<file path="src/rtl/fwd_hazard_unit_pkg.sv">
//==============================================================================
// Module      : fwd_hazard_unit_pkg
// Description : Shared constants for the forwarding / load-use hazard unit.
//               Macro FWD_LOAD_STALL_EN enables load-use stall detection.
// Revision    : 1.0 - initial release
//==============================================================================
`default_nettype none

package fwd_hazard_unit_pkg;

  localparam int LEN_INST_REG = 5;
  localparam int FWD_SEL_RF   = 0;

`ifdef FWD_LOAD_STALL_EN
  localparam bit c_load_stall_en = 1'b1;
`else
  localparam bit c_load_stall_en = 1'b0;
`endif

endpackage

`default_nettype wire

</file>
<file path="src/rtl/fwd_hazard_unit_match.sv">
//==============================================================================
// Module      : fwd_match
// Description : Priority matcher of one EX source operand against all tracked
//               stages; youngest writer wins. Hazard honours FWD_LOAD_STALL_EN.
// Revision    : 1.0 - initial release
//==============================================================================
`default_nettype none

module fwd_match
  import fwd_hazard_unit_pkg::*;
#(
  parameter int REG_W      = LEN_INST_REG,
  parameter int FWD_STAGES = 2,
  parameter int LOAD_LAT   = 1,
  parameter int SEL_W      = 2
)(
  input  logic [REG_W-1:0]            src,
  input  logic [FWD_STAGES-1:0]       stg_writer,
  input  logic [FWD_STAGES-1:0]       stg_load,
  input  logic [FWD_STAGES*REG_W-1:0] stg_rd,
  output logic [SEL_W-1:0]            sel,
  output logic                        hazard
);

  logic w_hit_load;

  // Walk oldest to youngest so the youngest matching writer overrides.
  // Register 0 can never match because writers exclude rd=0.
  always_comb begin
    sel        = SEL_W'(FWD_SEL_RF);
    w_hit_load = 1'b0;
    for (int k = FWD_STAGES; k >= 1; k--) begin
      if (stg_writer[k-1] && (stg_rd[(k-1)*REG_W +: REG_W] == src)) begin
        sel        = SEL_W'(k);
        w_hit_load = stg_load[k-1] && (k <= LOAD_LAT);
      end
    end
  end

  assign hazard = c_load_stall_en & w_hit_load;

endmodule

`default_nettype wire

</file>
<file path="src/rtl/fwd_hazard_unit.sv">
//==============================================================================
// Module      : fwd_hazard_unit
// Description : Forwarding select and load-use stall generation from a shadow
//               pipeline of destination tags. Macro FWD_LOAD_STALL_EN enables
//               load-use stalls and the stall counter.
// Revision    : 1.0 - initial release
//==============================================================================
`default_nettype none

module fwd_hazard_unit
  import fwd_hazard_unit_pkg::*;
#(
  parameter  int REG_W      = LEN_INST_REG,
  parameter  int NUM_SRC    = 2,
  parameter  int FWD_STAGES = 2,
  parameter  int LOAD_LAT   = 1,
  parameter  int CNT_W      = 16,
  localparam int SEL_W      = $clog2(FWD_STAGES + 1)
)(
  input  logic                     clk,
  input  logic                     rst_n,
  input  logic                     ex_valid,
  input  logic                     ex_regwrite,
  input  logic                     ex_is_load,
  input  logic [REG_W-1:0]         ex_rd,
  input  logic [NUM_SRC*REG_W-1:0] ex_src,
  input  logic                     flush,
  output logic [NUM_SRC*SEL_W-1:0] fwd_sel,
  output logic                     stall,
  output logic [CNT_W-1:0]         stall_cnt
);

  // Stage k lives at bit / slice k-1.
  logic [FWD_STAGES-1:0]       r_valid;
  logic [FWD_STAGES-1:0]       r_regwrite;
  logic [FWD_STAGES-1:0]       r_is_load;
  logic [FWD_STAGES*REG_W-1:0] r_rd;

  logic [FWD_STAGES-1:0]       w_writer;
  logic [NUM_SRC-1:0]          w_hazard;
  logic [NUM_SRC*SEL_W-1:0]    w_sel;
  logic                        w_stall;

  always_comb begin
    w_writer = '0;
    for (int i = 0; i < FWD_STAGES; i++) begin
      w_writer[i] = r_valid[i] & r_regwrite[i] & (r_rd[i*REG_W +: REG_W] != '0);
    end
  end

  generate
    for (genvar j = 0; j < NUM_SRC; j++) begin : g_src
      fwd_match #(
        .REG_W      (REG_W),
        .FWD_STAGES (FWD_STAGES),
        .LOAD_LAT   (LOAD_LAT),
        .SEL_W      (SEL_W)
      ) u_match (
        .src        (ex_src[j*REG_W +: REG_W]),
        .stg_writer (w_writer),
        .stg_load   (r_is_load),
        .stg_rd     (r_rd),
        .sel        (w_sel[j*SEL_W +: SEL_W]),
        .hazard     (w_hazard[j])
      );

      assign fwd_sel[j*SEL_W +: SEL_W] = (w_stall && w_hazard[j]) ?
                                         SEL_W'(FWD_SEL_RF) : w_sel[j*SEL_W +: SEL_W];
    end
  endgenerate

  assign w_stall = ex_valid & ~flush & (|w_hazard);
  assign stall   = w_stall;

  // Only the valid bits need reset/flush; payload fields are qualified by them.
  always_ff @(posedge clk) begin
    if (!rst_n || flush) begin
      r_valid <= '0;
    end else begin
      for (int i = FWD_STAGES - 1; i >= 1; i--) begin
        r_valid[i] <= r_valid[i-1];
      end
      r_valid[0] <= ex_valid & ~w_stall;
    end
  end

  always_ff @(posedge clk) begin
    for (int i = FWD_STAGES - 1; i >= 1; i--) begin
      r_regwrite[i]              <= r_regwrite[i-1];
      r_is_load[i]               <= r_is_load[i-1];
      r_rd[i*REG_W +: REG_W]     <= r_rd[(i-1)*REG_W +: REG_W];
    end
    r_regwrite[0]    <= ex_regwrite;
    r_is_load[0]     <= ex_is_load;
    r_rd[0 +: REG_W] <= ex_rd;
  end

`ifdef FWD_LOAD_STALL_EN
  logic [CNT_W-1:0] r_stall_cnt;

  always_ff @(posedge clk) begin
    if (!rst_n) begin
      r_stall_cnt <= '0;
    end else if (w_stall && (r_stall_cnt != '1)) begin
      r_stall_cnt <= r_stall_cnt + 1'b1;
    end
  end

  assign stall_cnt = r_stall_cnt;
`else
  assign stall_cnt = '0;
`endif

endmodule

`default_nettype wire

</file>
<file path="config.mk">
export PLATFORM = sky130hd
export DESIGN_NAME = fwd_hazard_unit
export DESIGN_NICKNAME = d
export VERILOG_FILES = /design/src/rtl/fwd_hazard_unit_pkg.sv /design/src/rtl/fwd_hazard_unit_match.sv /design/src/rtl/fwd_hazard_unit.sv
export SDC_FILE = /design/constraint.sdc
export NUM_CORES = 1
export LEC_CHECK = 0
export ABC_AREA = 1
export BUFFER_PORTS_ARGS = -buffer_cell sky130_fd_sc_hd__buf_4
export CAP_MARGIN = 20
export CORE_UTILIZATION = 43
export CTS_CLUSTER_SIZE = 16
export DETAILED_ROUTE_END_ITERATION = 10
export GPL_TIMING_DRIVEN = 0
export PLACE_DENSITY_LB_ADDON = 0.08
export SLEW_MARGIN = 20
export SYNTH_ARGS = -nofsm -noshare
export SYNTH_HDL_FRONTEND = slang
export SYNTH_SLANG_ARGS = --single-unit
</file>
<file path="constraint.sdc">
create_clock -name clk -period 0.9 [get_ports clk]
set_input_delay 0.09 -clock clk [delete_from_list [all_inputs] [get_ports clk]]
set_output_delay 0.09 -clock clk [all_outputs]
set_load 0.02 [all_outputs]
</file>
# After elaboration in Yosys (flattened, before gate mapping)
# Index checks and enable logic that the tools add are counted.
# totals
out_inout_bits	21
wordCells	23
inputBits	21
register_bits	14
# op_classes
eq_ne	4
mux	4
n_bitwise	4
n_reduce_logical	8
# op_table
op	n
5-bit == test	4
5-bit nonzero test	2
2-bit two-way mux	4
1-bit AND	4
1-bit logical AND	4
1-bit zero test	1
1-bit logical OR	1

# Longest topological paths before layout
# Gate-level depths: netlist of run 1.
# logic_depth
ltp_word	5
ltp_mapped	7
mapped_depth_nobuf	7

# Hierarchy
# A second synthesis of run 1 with hierarchy kept.
# hier_totals
hier_cells	162
area_unflattened_um2	991.0
# by_module_without_submodules
module	seq_area_each_um2	area_per_inst_um2	n_inst	cells_per_inst
fwd_hazard_unit	320.3	583.1	1	66
fwd_match	0.0	203.9	2	48

# Least setup slack after synthesis of run 1
# Ideal clock, no wire load.
# synth_path
kind	reg2out
startpoint	reg r_rd[2]
endpoint	out fwd_sel[3]
slack_ns	-0.352
stages_incl_launch_ff	8
t_arrival_ns	1.162
t_required_ns	0.810
n_path_buf	0
cell_sequence	dfxtp_1 > inv_1 > nand2_1 > nand2_1 > nor2_1 > nand3_1 > nor2_1 > nor2_1
# synth_via
elab_chain_len	4
elab_cells_between_ends	5
classes_between	1 x eq/ne; 1 x mux; 1 x bitwise; 2 x reduce/logical
# synth_rtl
item	line	text
from (decl)	fwd_hazard_unit.sv:37	logic [FWD_STAGES*REG_W-1:0] r_rd;
from (signal, indexed assignment)	fwd_hazard_unit.sv:91	r_rd[i*REG_W +: REG_W] <= r_rd[(i-1)*REG_W +: REG_W];
from (signal, indexed assignment)	fwd_hazard_unit.sv:95	r_rd[0 +: REG_W] <= ex_rd;
5-bit nonzero test	fwd_hazard_unit.sv:47	w_writer[i] = r_valid[i] & r_regwrite[i] & (r_rd[i*REG_W +: REG_W] != '0);
1-bit AND	fwd_hazard_unit.sv:47	
1-bit logical AND *	fwd_hazard_unit_match.sv:33	if (stg_writer[k-1] && (stg_rd[(k-1)*REG_W +: REG_W] == src)) begin
2-bit two-way mux *	fwd_hazard_unit_match.sv:33	
to (decl)	fwd_hazard_unit.sv:28	output logic [NUM_SRC*SEL_W-1:0] fwd_sel,
# Every way passes the cells marked *; elsewhere a longest branch is shown, timed or not.

# Worst setup path in the final report of run 1
# layout_path
startpoint	reg r_rd[0]
endpoint	out fwd_sel[3]
# Same word-level chain as after synthesis.

==> results by group, run 1 <==
Critical path
  • Critical Path AT: around 1300 ps
  • RR Endpoint: r_valid[1]$_SDFF_PP0_
  • CP cell instances: inv_2, nand2_2, nand2_1, nor2_1, nand3_1, nor2_4, nor2_4, buf_6
  • Critical path class: reg2out
  • Worst R2R Path Depth: 1
  • Critical Path End: fwd_sel[3]
  • Data required time of the critical path: 810 ps
  • Levels on crit path: 8
  • CP Launch Point: r_rd[0]$_DFF_P_
  • Buf+Inv Stages, Crit Path: 2
  • Cell family with most CP delay: simple AND/OR/NAND/NOR gates
  • CP Max Fanout: 5
  • Reg2reg start: r_valid[0]$_SDFF_PP0_
  • Crit path max-delay cell type: dfxtp_4
  • Register-to-Register Setup Slack: roughly 290 ps
  • CP Launch Type: register
  • Most used cell along the critical path: nor2_4
  • Critical path capture point type: output pin
  • Max incr delay on CP: 370 ps

Logic synthesis
  • Synth Area in Simple Gates: 0.308
  • Post-Synthesis Cell Area: 801 sq um
  • Adder-cell share of the synthesized area: 0
  • Synth cell types: 13
  • Main combinational cell family by area after synthesis: simple AND/OR/NAND/NOR gates
  • Mux share of post-synthesis cell area: 0
  • Synth Area in XOR/XNOR: 0.0984
  • Seq/Total Area, Yosys: 0.350
  • Synth warn: 0
  • Post-synthesis cell count: 118
  • #FFs+latches synth: 14
  • Synth Area per Inst: 6.79 sq um
  • Compound-cell area share of the yosys netlist: 0

Floorplanning
  • Die Y-Extent: 45.2 um
  • IO Pins: 42
  • Core ar.: 1730 sq um
  • Die X: 45.2 um
  • Initial Util: 0.464
  • Die area: 2040 sq um
  • Site row count: 15

Detailed routing
  • Vias per cell: 3.86
  • WL/cell: 8.07 um
  • Final wirelength: 1560 um
  • Drt first pass iters: 4
  • Vias: approximately 750
  • Initial DRC count: 1
  • # DRC: 0
  • Antenna violation net count after detailed routing: 0

Clock network
  • # H-tree levels: 1
  • CTS tree: yes
  • Setup Buffers After CTS: 0
  • Clk sink count: 14
  • CTS clock-pin slew for the worst setup and hold paths: 70 ps
  • CTS Buf Count: 3
  • Root Buffer: clkbuf_4
  • CTS Buffer Depth: 2
  • Worst-skew pair later-pin latency: approximately 270 ps

Layout
  • Filler cells: 152
  • Share of cells above drive strength 1: 0.399
  • Area growth syn-to-layout: 58.4%
  • Area of the multi-input gates: 447 sq um
  • Most frequent cells in the layout: buf_4, nand2_1, conb_1
  • Commonest non-fill, non-tap cell in the layout: buf_4
  • Final #Nets: 190
  • Reg area: around 300 sq um
  • Diodes inserted: 0

Timing
  • Period Utilization, post-route: 1.58
  • Skew final: between 0.3 and 0.4 ps
  • Fin. Hold Viols: 0
  • Crit path time final: 1420 ps
  • # setup viols final: 4
  • Max Slew Vio Count: 0
  • RSZ-0062 raised after global routing: true
  • Achievable Freq: ~700 MHz
  • Final WS setup: -520 ps

Power and ir drop
  • Leakage: 0.687 nW
  • Clock power share: 0.286
  • Worst vdd ir: 1050 uV
  • Combinational share of power: 0.250
  • Sw Share: 0.264
  • Pwr Total: 0.00147 W
  • Sw Pwr: roughly 0.00039 W
  • Pwr per Cell Area: 1160 nW/um^2
  • Sequential fraction of design power: 0.464
  • Pint: 0.00108 W

Place
  • Worst slack, placed: -281 ps
  • DP HPWL: 1230 um
  • Placer congestion estimate: 0.738
  • Port Buffers: 23

Global routing
  • Initial antenna violation count: 0
  • Vias in the first global route: 660
  • Aggregate global routing overflow: 0
  • Largest net degree at the start of global routing: 9
  • First-pass GRT wire length: 2520 um
  • Total track usage: 0.178

Run status
  • Status: finished with violations
  • Failing checks: setup timing

Job
  • Maxcap violations: 0

Worst hold path
  • Worst hold path class: in2reg
## layout make-up
| type | count | share of cell area |
|---|---|---|
| Multi-Input combinational cell | 86 | 0.352 |
| Sequential cell | 14 | 0.235 |
| Timing Repair Buffer | 30 | 0.203 |
| Buffer | 17 | 0.101 |
| Inverter | 17 | 0.0562 |
| Clock buffer | 4 | 0.0286 |
| Tap cell | 25 | 0.0247 |
## state kept, by name (all words and copies together) (netlist names)
name,count
r_valid,2
r_rd,10
r_regwrite,2
## cells in the mapped netlist
library cell / n / area (sq um)
nand2_1: 36 / 135
inv_1: 16 / 60.1
nand3b_1: 1 / 7.51
nor2_1: 15 / 56.3
dfxtp_1: 14 / 280
conb_1: 1 / 3.75
nand3_1: 4 / 20.0
xor2_1: 4 / 35.0
xnor2_1: 5 / 43.8
nor3b_1: 2 / 15.0
buf_4: 17 / 128
nand4_1: 2 / 12.5
inv_2: 1 / 3.75
## stage by stage
step                hold slack [ps]  cells  utilization  setup TNS (ps)  cell area [sq um]
floorplan                       118    134            -            -397                896
global placement                194    182        0.637            -974               1100
detailed placement              196    182        0.637           -1010               1100
CTS                            81.5    193        0.708           -2080               1220
global route                   86.9    193        0.735           -2400               1270
finish                         92.4    193        0.735           -2020               1270
## power by group through the flow
stage / clock network [W] / registers [W] / logic, W
3_3_place_gp: 0 / 0.000696 / 0.000316
3_5_place_dp: 0 / 0.000697 / 0.000323
6_report: 0.000420 / 0.000680 / 0.000367
5_1_grt: 0.000468 / 0.000686 / 0.000401
4_1_cts: 0.000431 / 0.000683 / 0.000348
2_1_floorplan: 0 / 0.000690 / 0.000228
## how the worst min path moves through the flow
| stage | from | end | cells after the start |
|---|---|---|---|
| floorplan | ex_rd[4] | r_rd[4]$_DFF_P_ | 0 |
| global placement | ex_rd[1] | r_rd[1]$_DFF_P_ | 1 |
| detailed placement | ex_rd[2] | r_rd[2]$_DFF_P_ | 1 |
| CTS | rst_n | r_valid[0]$_SDFF_PP0_ | 3 |
| global route | ex_valid | r_valid[0]$_SDFF_PP0_ | 2 |
| finish | rst_n | r_valid[0]$_SDFF_PP0_ | 3 |
## per-layer routing
metal,global-route usage,up-vias,share of wire
met4,0.109,0,0.021
met2,0.322,33,0.47
met1,0.193,291,0.44
met3,0.0280,4,0.070
li1,-,417,-
met5,0,-,0
## cell families (layout without fill, tap and decap cells)
| family | count (synthesis) | in the layout |
|---|---|---|
| buffers and inverters | 34 | 68 |
| xor gates and xnor gates | 9 | 9 |
| and+or+nand+nor | 60 | 60 |
| other | 1 | 17 |
| DFF | 14 | 14 |
## what timing repair did
item | 4_1_cts | 5_1_grt
pin swaps | 7 | 9
endpoints found under the setup margin | 4 | 4
hold buffers | 7 | 0
hold endpoints to repair | 8 | 0
gates resized for setup | 4 | 18
Power figures use the tool's default switching activity.
==> run 2, diff against run 1 <==
CELL_PAD_IN_SITES_DETAIL_PLACEMENT = 1   (was default)
CELL_PAD_IN_SITES_GLOBAL_PLACEMENT = 2   (was default)
CORE_UTILIZATION = 21   (was 43)
==> run 2 against run 1 <==
Net effect: the flow still finishes with violations (setup timing); die area increased by 99%; worst hold slack got worse by 81 ps; clock-buffer cell count unchanged; clock skew about the same; sequential power increased by 0.7%; register-to-register slack improved by 30 ps; non-clock buffer count decreased by 1; clock power increased by 44%; critical path type unchanged; largest cell class unchanged.
==> results by group, run 2 (same netlist as run 1, synthesis figures left out) <==
Run status
  • Status: finished with violations
  • Failing checks: setup timing

Power and ir drop
  • Pwr Total: 0.00167 W (+14%)
  • Pint: 0.00123 W (+14%)
  • Sw Share: 0.264 (about the same)
  • Combinational share of power: 0.227 (-0.023)
  • Sequential fraction of design power: 0.411 (-0.053)
  • Pwr per Cell Area: 1260 nW/um^2 (+9.1%)
  • Sw Pwr: 0.000440 W (+14%)
  • Clock power share: 0.362 (+0.076)
  • Worst vdd ir: 704 uV (-33%)
  • Leakage: 0.690 nW (+0.49%)

Layout
  • Final #Nets: 189 (-0.53%)
  • Most frequent cells in the layout: buf_4, nand2_1, conb_1
  • Share of cells above drive strength 1: 0.449 (+0.0503)
  • Max FFs per register: 10 (unchanged)
  • Largest register by flop count: r_rd
  • Area growth syn-to-layout: 65.0%
  • Fin cells: 215 (+11%)
  • Biggest regs: r_rd x10, r_regwrite x2, r_valid x2
  • Diodes inserted: 0 (unchanged)
  • Commonest non-fill, non-tap cell in the layout: buf_4

Floorplanning
  • Core ar.: 3660 sq um (+110%)
  • Die Y-Extent: 63.8 um (+41%)
  • Initial Util: 0.219 (-0.245)
  • Die area: 4060 sq um (+99%)
  • Site row count: 22 (+7)
  • IO Pins: 42 (unchanged)
  • Die X: 63.8 um (+41%)

Clock network
  • CTS clock-pin slew for the worst setup and hold paths: 60 ps (about the same)
  • CTS Buf Count: 3 (unchanged)
  • # H-tree levels: 1 (unchanged)
  • Worst-skew pair later-pin latency: 240 ps (-30 ps)
  • Clk sink count: 14 (unchanged)
  • CTS Buffer Depth: 2 (unchanged)
  • Root Buffer: clkbuf_8
  • CTS tree: yes
  • Setup Buffers After CTS: 0 (unchanged)

Place
  • Port Buffers: 23 (unchanged)
  • Worst slack, placed: -346 ps (-65.5 ps)
  • Post-Place Cells: 205 (+13%)
  • DP HPWL: 1630 um (+32%)
  • Placer congestion estimate: 0.712 (-3.5%)

Critical path
  • RR Endpoint: r_valid[1]$_SDFF_PP0_
  • CP Max Fanout: 4 (-1)
  • Critical path capture point type: output pin
  • Worst R2R Path Depth: 1 (unchanged)
  • Data required time of the critical path: 810 ps (about the same)
  • Critical path class: reg2out
  • CP Launch Type: register
  • Register-to-Register Setup Slack: 320 ps (+30 ps)
  • Reg2reg start: r_valid[0]$_SDFF_PP0_
  • Critical Path AT: 1280 ps (-50 ps)

Timing
  • Fin. Hold Viols: 0 (unchanged)
  • Max Slew Vio Count: 0 (unchanged)
  • Final WS setup: -472 ps (+47.4 ps)
  • Period Utilization, post-route: 1.52 (-0.0527)
  • Achievable Freq: 729 MHz (+3.5%)
  • Skew final: 0.115 ps (-0.208 ps)
  • # setup viols final: 4 (unchanged)
  • Crit path time final: 1370 ps (-47.4 ps)
  • RSZ-0062 raised after global routing: true

Worst hold path
  • Hold Path Depth: 2 (-1)
  • Worst hold path class: in2reg
  • Hold Path Sink: r_valid[0]$_SDFF_PP0_
  • Hold Startpoint: flush

Detailed routing
  • Vias: 786 (+5.5%)
  • Antenna violation net count after detailed routing: 0 (unchanged)
  • Drt first pass iters: 2 (-2)
  • Initial DRC count: 3 (+2)
  • Vias per cell: 3.66 (-5.3%)
  • WL/cell: 9.10 um (+13%)
  • # DRC: 0 (unchanged)
  • Final wirelength: 1960 um (+26%)

Global routing
  • Aggregate global routing overflow: 0 (unchanged)
  • Total track usage: 0.106 (-0.0722)
  • Most used routing layer: met2
  • Grt met2 use: 0.186 (-0.136)
  • Met3 Usage GRT: 0.0232 (-0.00479)
  • Vias in the first global route: 825 (+25%)
  • Grt met1 use: 0.117 (-0.0755)
  • Largest net degree at the start of global routing: 9 (unchanged)
  • First-pass GRT wire length: 3330 um (+32%)
  • Initial antenna violation count: 0 (unchanged)

Job
  • Maxcap violations: 0 (unchanged)
## run 2: cell types whose count changed in the layout (fill, tap and decap cells not counted), sizes merged
| cell | delta |
|---|---|
| dlygate4sd3 | -1 |
## run 2: how the worst max path moves through the flow
stage | from | to | slack (ps) | cells after the start
floorplan | r_rd[1]$_DFF_P_ | fwd_sel[1] | -140 | 7
global placement | r_rd[1]$_DFF_P_ | fwd_sel[1] | -330 | 8
detailed placement | r_rd[1]$_DFF_P_ | fwd_sel[1] | -350 | 8
CTS | r_rd[2]$_DFF_P_ | fwd_sel[3] | -520 | 8
global route | r_rd[2]$_DFF_P_ | fwd_sel[3] | -560 | 8
finish | r_rd[2]$_DFF_P_ | fwd_sel[1] | -470 | 8
## run 2: stage by stage
step | TNS (ps) | hold WS [ps] | instance area [sq um] | utilization
final | -1830 | 11.7 | 1320 | 0.361
after global routing | -2160 | 6.92 | 1320 | 0.361
after CTS | -2000 | 8.33 | 1270 | 0.347
after detailed placement | -1240 | 196 | 1130 | 0.308
after global placement | -1180 | 194 | 1130 | 0.308
after floorplan | -397 | 118 | 896 | -
## run 2: critical path, stage by stage, from the launching register on
cell	delay [ps]
dfxtp_4	370
inv_4	50
nand2_1	50
nand2_1	60
nor2_2	110
nand3_2	100
nor2_4	140
nor2_4	40
buf_6	120
## run 2: layer usage
metal | routed length, um | vias to the layer above
met5 | 0 | -
met1 | 849 | 340
met2 | 959 | 29
met3 | 115 | 4
met4 | 33 | 0
li1 | - | 413
## run 2: layout make-up
class,count,area (sq um)
buffer,17,128
clock buffer,4,55.1
fill,460,2340
inverter,17,66.3
multi-input combinational,86,464
sequential,14,300
tap,48,60.1
timing repair buffer,29,248
## run 2: power groups by stage
stage	clock network (W)	registers, W	logic, W
after global placement	0	0.000698	0.000328
after global routing	0.000655	0.000689	0.000419
after floorplan	0	0.000690	0.000228
final	0.000603	0.000685	0.000379
after detailed placement	0	0.000700	0.000331
after CTS	0.000617	0.000688	0.000360
## run 2: repair_timing
action	CTS	global route
resized for setup	8	20
hold buffers	6	0
endpoints found under the setup margin	4	4
hold endpoints to repair	6	0
pin swaps	9	6
